$ cat src/rtl/wb_arbiter.sv
// Write-back arbiter: owns the single register-file write port, merging ALU results
// with buffered load results while keeping program order on same-register collisions.
module wb_arbiter #(
    parameter int REG_FILE_ADDR_WIDTH = 5,
    parameter int DATA_WIDTH          = 32,
    parameter int FIFO_DEPTH          = 4
) (
    input  logic                              clk,
    input  logic                              rst,
    input  logic                              alu_valid,
    input  logic [REG_FILE_ADDR_WIDTH-1:0]    alu_rd,
    input  logic [DATA_WIDTH-1:0]             alu_result,
    input  logic                              mem_valid,
    output logic                              mem_ready,
    input  logic [REG_FILE_ADDR_WIDTH-1:0]    mem_rd,
    input  logic [DATA_WIDTH-1:0]             mem_data,
    output logic [REG_FILE_ADDR_WIDTH-1:0]    AD3,
    output logic                              WE3,
    output logic [DATA_WIDTH-1:0]             WD3,
    output logic [2**REG_FILE_ADDR_WIDTH-1:0] pending,
    output logic [DATA_WIDTH-1:0]             a0
);
    localparam int AW   = REG_FILE_ADDR_WIDTH;
    localparam int PW   = $clog2(FIFO_DEPTH);
    localparam int CW   = PW + 1;
    localparam int NREG = 2**AW;

    logic [AW-1:0]         r_rd   [FIFO_DEPTH];
    logic [DATA_WIDTH-1:0] r_data [FIFO_DEPTH];
    logic [FIFO_DEPTH-1:0] r_kill;
    logic [PW-1:0]         r_wptr, r_rptr;
    logic [CW-1:0]         r_cnt;

    logic                  w_full, w_empty, w_alu, w_push, w_pop, w_same;
    logic                  w_we;
    logic [AW-1:0]         w_ad;
    logic [DATA_WIDTH-1:0] w_wd;
    logic [FIFO_DEPTH-1:0] w_occ;
    logic [NREG-1:0]       w_pend;

    assign w_full    = (r_cnt == CW'(FIFO_DEPTH));
    assign w_empty   = (r_cnt == '0);
    assign mem_ready = !rst && !w_full;
    assign w_alu     = alu_valid && (alu_rd != '0);
    assign w_push    = mem_valid && mem_ready && (mem_rd != '0);
    // ALU always owns the port; loads drain only on ALU-idle cycles.
    assign w_pop     = !w_alu && !w_empty;
    // A load landing alongside an ALU write to the same rd is the older of the two.
    assign w_same    = w_alu && (mem_rd == alu_rd);

    always_comb begin
        w_we = 1'b0;
        w_ad = AD3;
        w_wd = WD3;
        if (w_alu) begin
            w_we = 1'b1;
            w_ad = alu_rd;
            w_wd = alu_result;
        end else if (w_pop && !r_kill[r_rptr]) begin
            w_we = 1'b1;
            w_ad = r_rd[r_rptr];
            w_wd = r_data[r_rptr];
        end
    end

    always_comb begin
        logic [PW-1:0] off;
        w_occ  = '0;
        w_pend = '0;
        off    = '0;
        for (int i = 0; i < FIFO_DEPTH; i++) begin
            off      = PW'(i) - r_rptr;
            w_occ[i] = ({1'b0, off} < r_cnt);
            if (w_occ[i] && !r_kill[i])
                w_pend[r_rd[i]] = 1'b1;
        end
        w_pend[0] = 1'b0;
    end
    assign pending = w_pend;

    always_ff @(posedge clk) begin
        if (rst) begin
            r_wptr <= '0;
            r_rptr <= '0;
            r_cnt  <= '0;
            r_kill <= '0;
            for (int i = 0; i < FIFO_DEPTH; i++) begin
                r_rd[i]   <= '0;
                r_data[i] <= '0;
            end
        end else begin
            for (int i = 0; i < FIFO_DEPTH; i++)
                if (w_alu && r_rd[i] == alu_rd)
                    r_kill[i] <= 1'b1;
            if (w_push) begin
                r_rd[r_wptr]   <= mem_rd;
                r_data[r_wptr] <= mem_data;
                r_kill[r_wptr] <= w_same;
                r_wptr         <= r_wptr + PW'(1);
            end
            if (w_pop)
                r_rptr <= r_rptr + PW'(1);
            case ({w_push, w_pop})
                2'b10:   r_cnt <= r_cnt + CW'(1);
                2'b01:   r_cnt <= r_cnt - CW'(1);
                default: r_cnt <= r_cnt;
            endcase
        end
    end

    always_ff @(posedge clk) begin
        if (rst) begin
            WE3 <= 1'b0;
            AD3 <= '0;
            WD3 <= '0;
            a0  <= '0;
        end else begin
            WE3 <= w_we;
            AD3 <= w_ad;
            WD3 <= w_wd;
            if (w_we && w_ad == AW'(10))
                a0 <= w_wd;
        end
    end
endmodule

$ cat config.mk
export PLATFORM = sky130hd
export DESIGN_NAME = wb_arbiter
export DESIGN_NICKNAME = d
export VERILOG_FILES = /design/src/rtl/wb_arbiter.sv
export SDC_FILE = /design/constraint.sdc
export NUM_CORES = 1
export LEC_CHECK = 0
export ABC_AREA = 1
export BUFFER_PORTS_ARGS = -buffer_cell sky130_fd_sc_hd__buf_2
export CORE_MARGIN = 2
export CORE_UTILIZATION = 53
export CTS_BUF_LIST = sky130_fd_sc_hd__clkbuf_8
export CTS_CLUSTER_DIAMETER = 150
export DETAILED_ROUTE_END_ITERATION = 7
export GPL_ROUTABILITY_DRIVEN = 0
export PLACE_DENSITY_LB_ADDON = 0.3
export REMOVE_ABC_BUFFERS = 1
export SYNTH_ARGS = -nofsm -noshare
export SYNTH_HDL_FRONTEND = slang
export SYNTH_SLANG_ARGS = --single-unit
$ cat constraint.sdc
create_clock -name clk -period 2.8 [get_ports clk]
set_clock_uncertainty 0.05 [all_clocks]
set_input_delay 0.56 -clock clk [delete_from_list [all_inputs] [get_ports clk]]
set_output_delay 0.56 -clock clk [all_outputs]
set_load 0.01 [all_outputs]
* After elaboration in Yosys (flattened, before gate mapping)
Memory sizes are Yosys's and may differ from the RTL's. A register that Yosys moved wholly into a read port is not among the register bits. Cells that the tools add are included.
Cells by class: $add $sub $neg 8, magnitude comparators 15, eq/ne operators 9, mux-type cells 48, bitwise logic cells 3, reductions and logical operators 36
Operators with widths (number):
- $mux 32 | 7
- $or 32x32->32 | 3
- $reduce_or 32->1 | 1
- $eq 5x5->1 | 5
- $lt 5x6->1 const B | 4
- $mux 1 | 23
- $logic_and 1x1->1 | 21
- $demux 1 s5 | 4
- $ge 5x1->1 const B | 4
- $mux 5 | 3
- $lt 2x3->1 | 4
- $mux 2 | 6
- $reduce_bool 5->1 | 2
- $logic_not 1->1 | 9
- $lt 2x3->1 const B | 2
- $pmux 3 s2 | 1
- $eq 5x4->1 const B | 1
- $reduce_or 5->1 | 1
- $add 2x1->2 const B | 2
- $bwmux 4 | 1
- $mux 4 | 1
- $sub 1x2->2 const A | 2
- $sub 2x2->2 const A | 2
- $add 3x1->3 const B | 1
- 9 further kinds | 9
Storage, ports and cells: register bits after elaboration 81, bits in writable memories 148, bits of input ports 78, output and inout bits 103, memories kept 2
Memory list:
- r_data | words 4, width 32, rd ports 1, clocked after memory_dff 1, wr ports 4, line 29 | logic [DATA_WIDTH-1:0] r_data [FIFO_DEPTH];
- r_rd | words 4, width 5, rd ports 5, clocked after memory_dff 1, wr ports 4, line 28 | logic [AW-1:0] r_rd [FIFO_DEPTH];

* Logic depth before layout (Yosys ltp)
An unclocked memory read counts as a cell.
depth after elaboration 12, mapped depth 15, mapped depth without buffers 13

* Worst setup path after synthesis
Ideal clock, no wire load.
kind in2reg, start in rst, end mem r_data[0][0] (enable), library setup time 0.395 ns, arrival time 2.746 ns, slack -0.391 ns, stages on the path 9, buffers on the path 3, path through buf_2 > a31oi_1 > nand2_1 > or2_2 > nor2_1 > nand2_1 > buf_2 > buf_2 > nand2_1
RTL lines:
- start: declaration | line 9 | input logic rst,
- end: declaration | line 29

* Worst setup path after layout
start reg r_cnt[1], end out pending[15]
Between the ends: cells in the longest elaborated chain, start to end 9, elaborated cells between the ends (all ways) 15, those cells by class 4 x order compare; 4 x mux; 3 x bitwise; 4 x reduce/logical
Ends and longest elaborated chain:
- start: declaration | line 32 | logic [CW-1:0] r_cnt;
- start signal: assignment | line 104 | 2'b10: r_cnt <= r_cnt + CW'(1);
- start signal: assignment | line 105 | 2'b01: r_cnt <= r_cnt - CW'(1);
- start signal: assignment | line 106 | default: r_cnt <= r_cnt;
- $lt 2x3->1 | line 73 | w_occ[i] = ({1'b0, off} < r_cnt);
- $logic_and 1x1->1 | line 74 | if (w_occ[i] && !r_kill[i])
- $mux 32 | line 74
- $or 32x32->32 (no line)
- $mux 32 | line 74
- $or 32x32->32 (no line)
- $mux 32 | line 74
- $or 32x32->32 (no line)
- $mux 32 (*) | line 74
- end: declaration | line 20 | output logic [2**REG_FILE_ADDR_WIDTH-1:0] pending,
Every way passes the cells marked *; elsewhere a longest branch is shown, timed or not.

==> metrics.md <==
| Metric | Value |
|---|---|
| WS Path Type | reg2out |
| Tmin final | 3.041 ns |
| Hold Worst Slack | 0.2896 ns |
| Switch Pwr | 4.556 mW |
| Worst-skew pair later-pin latency | 0.54 ns |
| Worst Setup End Kind | output port |
| Vias/cell | 5.560 |
| Largest area contributor in the netlist | edfxtp_1 |
| Sw Share | 38.39% |
| Iteration-0 DRC Markers | 924 |
| Most frequent cells in the layout | nor2_1 (348), inv_1 (199), nand2_1 (178), buf_2 (178), edfxtp_1 (148) |
| Yosys Warn Count | 0 |
| Post-synth top flop | edfxtp_1 |
| Pin count of the biggest net entering global routing | 65 |
| Post-Syn Area per Cell | 8.212 um2 |
| Overflow after GRT | 0 |
| Synthesized flop and latch total | 231 |
| Setup Total Neg Slack | -4.176 ns |
| # IOs | 181 |
| Wire per inst | 17.41 um |
| RSZ-0062 raised after global routing | true |
| Global-route wire length before repair | 52580 um |
| Outcome | finished with violations |
| Largest fanout on the critical path | 10 |
| Post-synth top area share | 37.50% |
| Register area share after synthesis | 51.53% |
| Placed Cells | 1864 |
| CTS tree | built |
| Post-Route WL | 33980 um |
| Post-synth EDFFs | 148 |
| Worst setup margin | -0.2405 ns |
| IO buf count | 179 |
| CTS root buf | clkbuf_8 |
| ANT nets after route | 0 |
| WP data arrival | 2.43 ns |
| Worst Path Required | 2.19 ns |
| Area of the multi-input gates | 5109 um2 |
| Fillers | 1771 |
| Crit path from | r_cnt[1] |
| Nets | 1729 |
| Cts bufs inserted | 39 |
| Initial Util | 54.13% |
| Clock-pin slew on the worst setup and hold paths | 0.06 ns |
| CP Launch Type | register |
| Core Area | 21890 um2 |
| Min-delay src | alu_result[8] |
| Seq pwr share | 36.3% |
| Fraction of layout cells with a size suffix above 1 | 24.54% |
| CTS sink count | 231 |
| Clock power frac | 24.5% |
| Htree depth | 2 |
| Crit-path max cell delay | 0.52 ns |
| Worst-path cell chain | inv_4 -> buf_4 -> ha_1 -> nand2_1 -> nand3_4 -> o31ai_1 -> a31oi_2 -> o31ai_2 -> buf_2 |
| Peak Freq | 0.3289 GHz |
| FF/Latch Area | 6116 um2 |
| Full die area | 23570 um2 |
| Worst slew pin tran | 0.9632 ns |
| Tcrit/Tclk final | 108.6% |
| Std cell rows | 54 |
| Mapped Area | 11850 um2 |
| Peak VDD IR | 0.4671 mV |
| Syn-to-layout area delta | 23.23% |
| Die Height | 153.5 um |
| Setup violations, final | 31 |
| Worst path bufs/invs | 3 |
| Initial antenna violation count | 2 |
| Internal | 7.312 mW |
| First-pass detailed-route iteration total | 6 |
| Die X | 153.5 um |
| Family with the most delay on the worst path | compound AO/OA/AOI/OAI gates |
| Hpwl dp | 21110 um |
| Vias in the first global route | 10470 |
| Via Count | 10850 |
| Cell count after synthesis | 1443 |
| Commonest non-fill, non-tap cell in the layout | nor2_1 |
| Worst rel slew slack | 35.55% |
| Hold Crit Class | in2reg |
| Synth unique cells | 44 |
| Final hold vios | 0 |
| Leak | 6.665 nW |
| Asr flop ratio synth | 0% |
| Final count of pins violating max slew | 0 |
| Post-Place Worst Slack | 0.01725 ns |
| Clock Path Buffers | 3 |
| Max Cap Viol | 0 |
| Violated checks | setup timing |
| Gate power share | 39.2% |
| Leading post-synthesis cells by cell area | edfxtp_1 (38%), dfxtp_1 (14%), nor2_1 (11%) |
| Pwr Density | 812.7 nW/um2 |
| GRT Util Overall | 27.74% |
| Crit-path slowest cell | o31ai_1 |
| DR DRC count | 0 |
| Non-Filler Instances | 1952 |
| Reg2reg start | r_cnt[2] |
## area by class of cell
| class | count | area share [%] |
|---|---|---|
| Sequential cell | 231 | 41.88 |
| Clock inverter | 27 | 1.028 |
| Timing Repair Buffer | 241 | 10.32 |
| Clock buffer | 44 | 4.147 |
| Tap cell | 280 | 2.399 |
| Multi-Input combinational cell | 928 | 34.98 |
| Antenna cell | 1 | 0.01714 |
| Inverter | 200 | 5.227 |
## flip-flops by register name (all words and copies together), names as in the netlist, 3 cells and up, named ones only
| register | count |
|---|---|
| r_data | 128 |
| r_cnt | 3 |
| AD3 | 5 |
| r_kill | 4 |
| WD3 | 32 |
| a0 | 32 |
| r_rd | 20 |
## worst paths after layout
check | slack [ns] | endpoint | cells past startpoint
min reg2reg | 0.46 | a0[23] | 4
max | -0.24 | pending[15] | 9
max reg2reg | 0.10 | r_cnt[2] | 10
min | 0.29 | WD3[8] | 5
## power by group through the flow
stage | Sequential [mW] | Combinational (mW) | Clock (mW)
after floorplan | 4.46 | 2.22 | 0
final | 4.31 | 4.65 | 2.91
after global routing | 4.35 | 5.03 | 3.08
after global placement | 4.32 | 3.61 | 0
after CTS | 4.29 | 4.27 | 2.95
after detailed placement | 4.34 | 3.68 | 0
## kinds of logic after synthesis
logic type / share of synthesized area (%)
and+or+nand+nor: 21.63
buffers and inverters: 9.840
AOI/OAI and AO/OA: 14.00
DFF: 51.53
xor gates and xnor gates: 1.848
adders and majority gates: 1.119
other: 0.03165
## cell usage after synthesis (17+ instances only)
cell,instances
nand2_1,195
dfxtp_1,83
inv_1,194
o21ai_0,94
a22oi_1,32
nand3_1,29
a21oi_1,17
clkbuf_1,42
o211ai_1,39
nor2_1,358
buf_2,23
o22a_1,32
nor3_1,26
edfxtp_1,148
## what timing repair did
item	in CTS	in global routing
endpoints found under the setup margin	31	49
hold buffers	0	0
pin swaps	28	24
gates resized for setup	78	47
setup buffers	10	7
## layer usage
| metal | global-route usage, % | vias up | part of all wire [%] |
|---|---|---|---|
| li1 | - | 5124 | - |
| met1 | 34.60 | 5055 | 40 |
| met2 | 46.65 | 526 | 47 |
| met3 | 5.355 | 147 | 8.3 |
| met4 | 13.11 | 2 | 4.2 |
| met5 | 0 | - | 0.038 |
## worst min-delay path, cell delays in order
cell and delay (ns):
buf_2 0.09, inv_1 0.04, o21ai_1 0.07, inv_1 0.05
nor2_1 0.03
## metrics by stage
step / utilization, % / instance area (um2) / total power [mW]
after floorplan: - / 11430 / 6.679
after global placement: 60.04 / 13140 / 7.929
after detailed placement: 60.04 / 13140 / 8.018
after CTS: 65.48 / 14330 / 11.52
after global routing: 66.71 / 14600 / 12.46
final: 66.71 / 14600 / 11.87
Power figures use the tool's default switching activity.
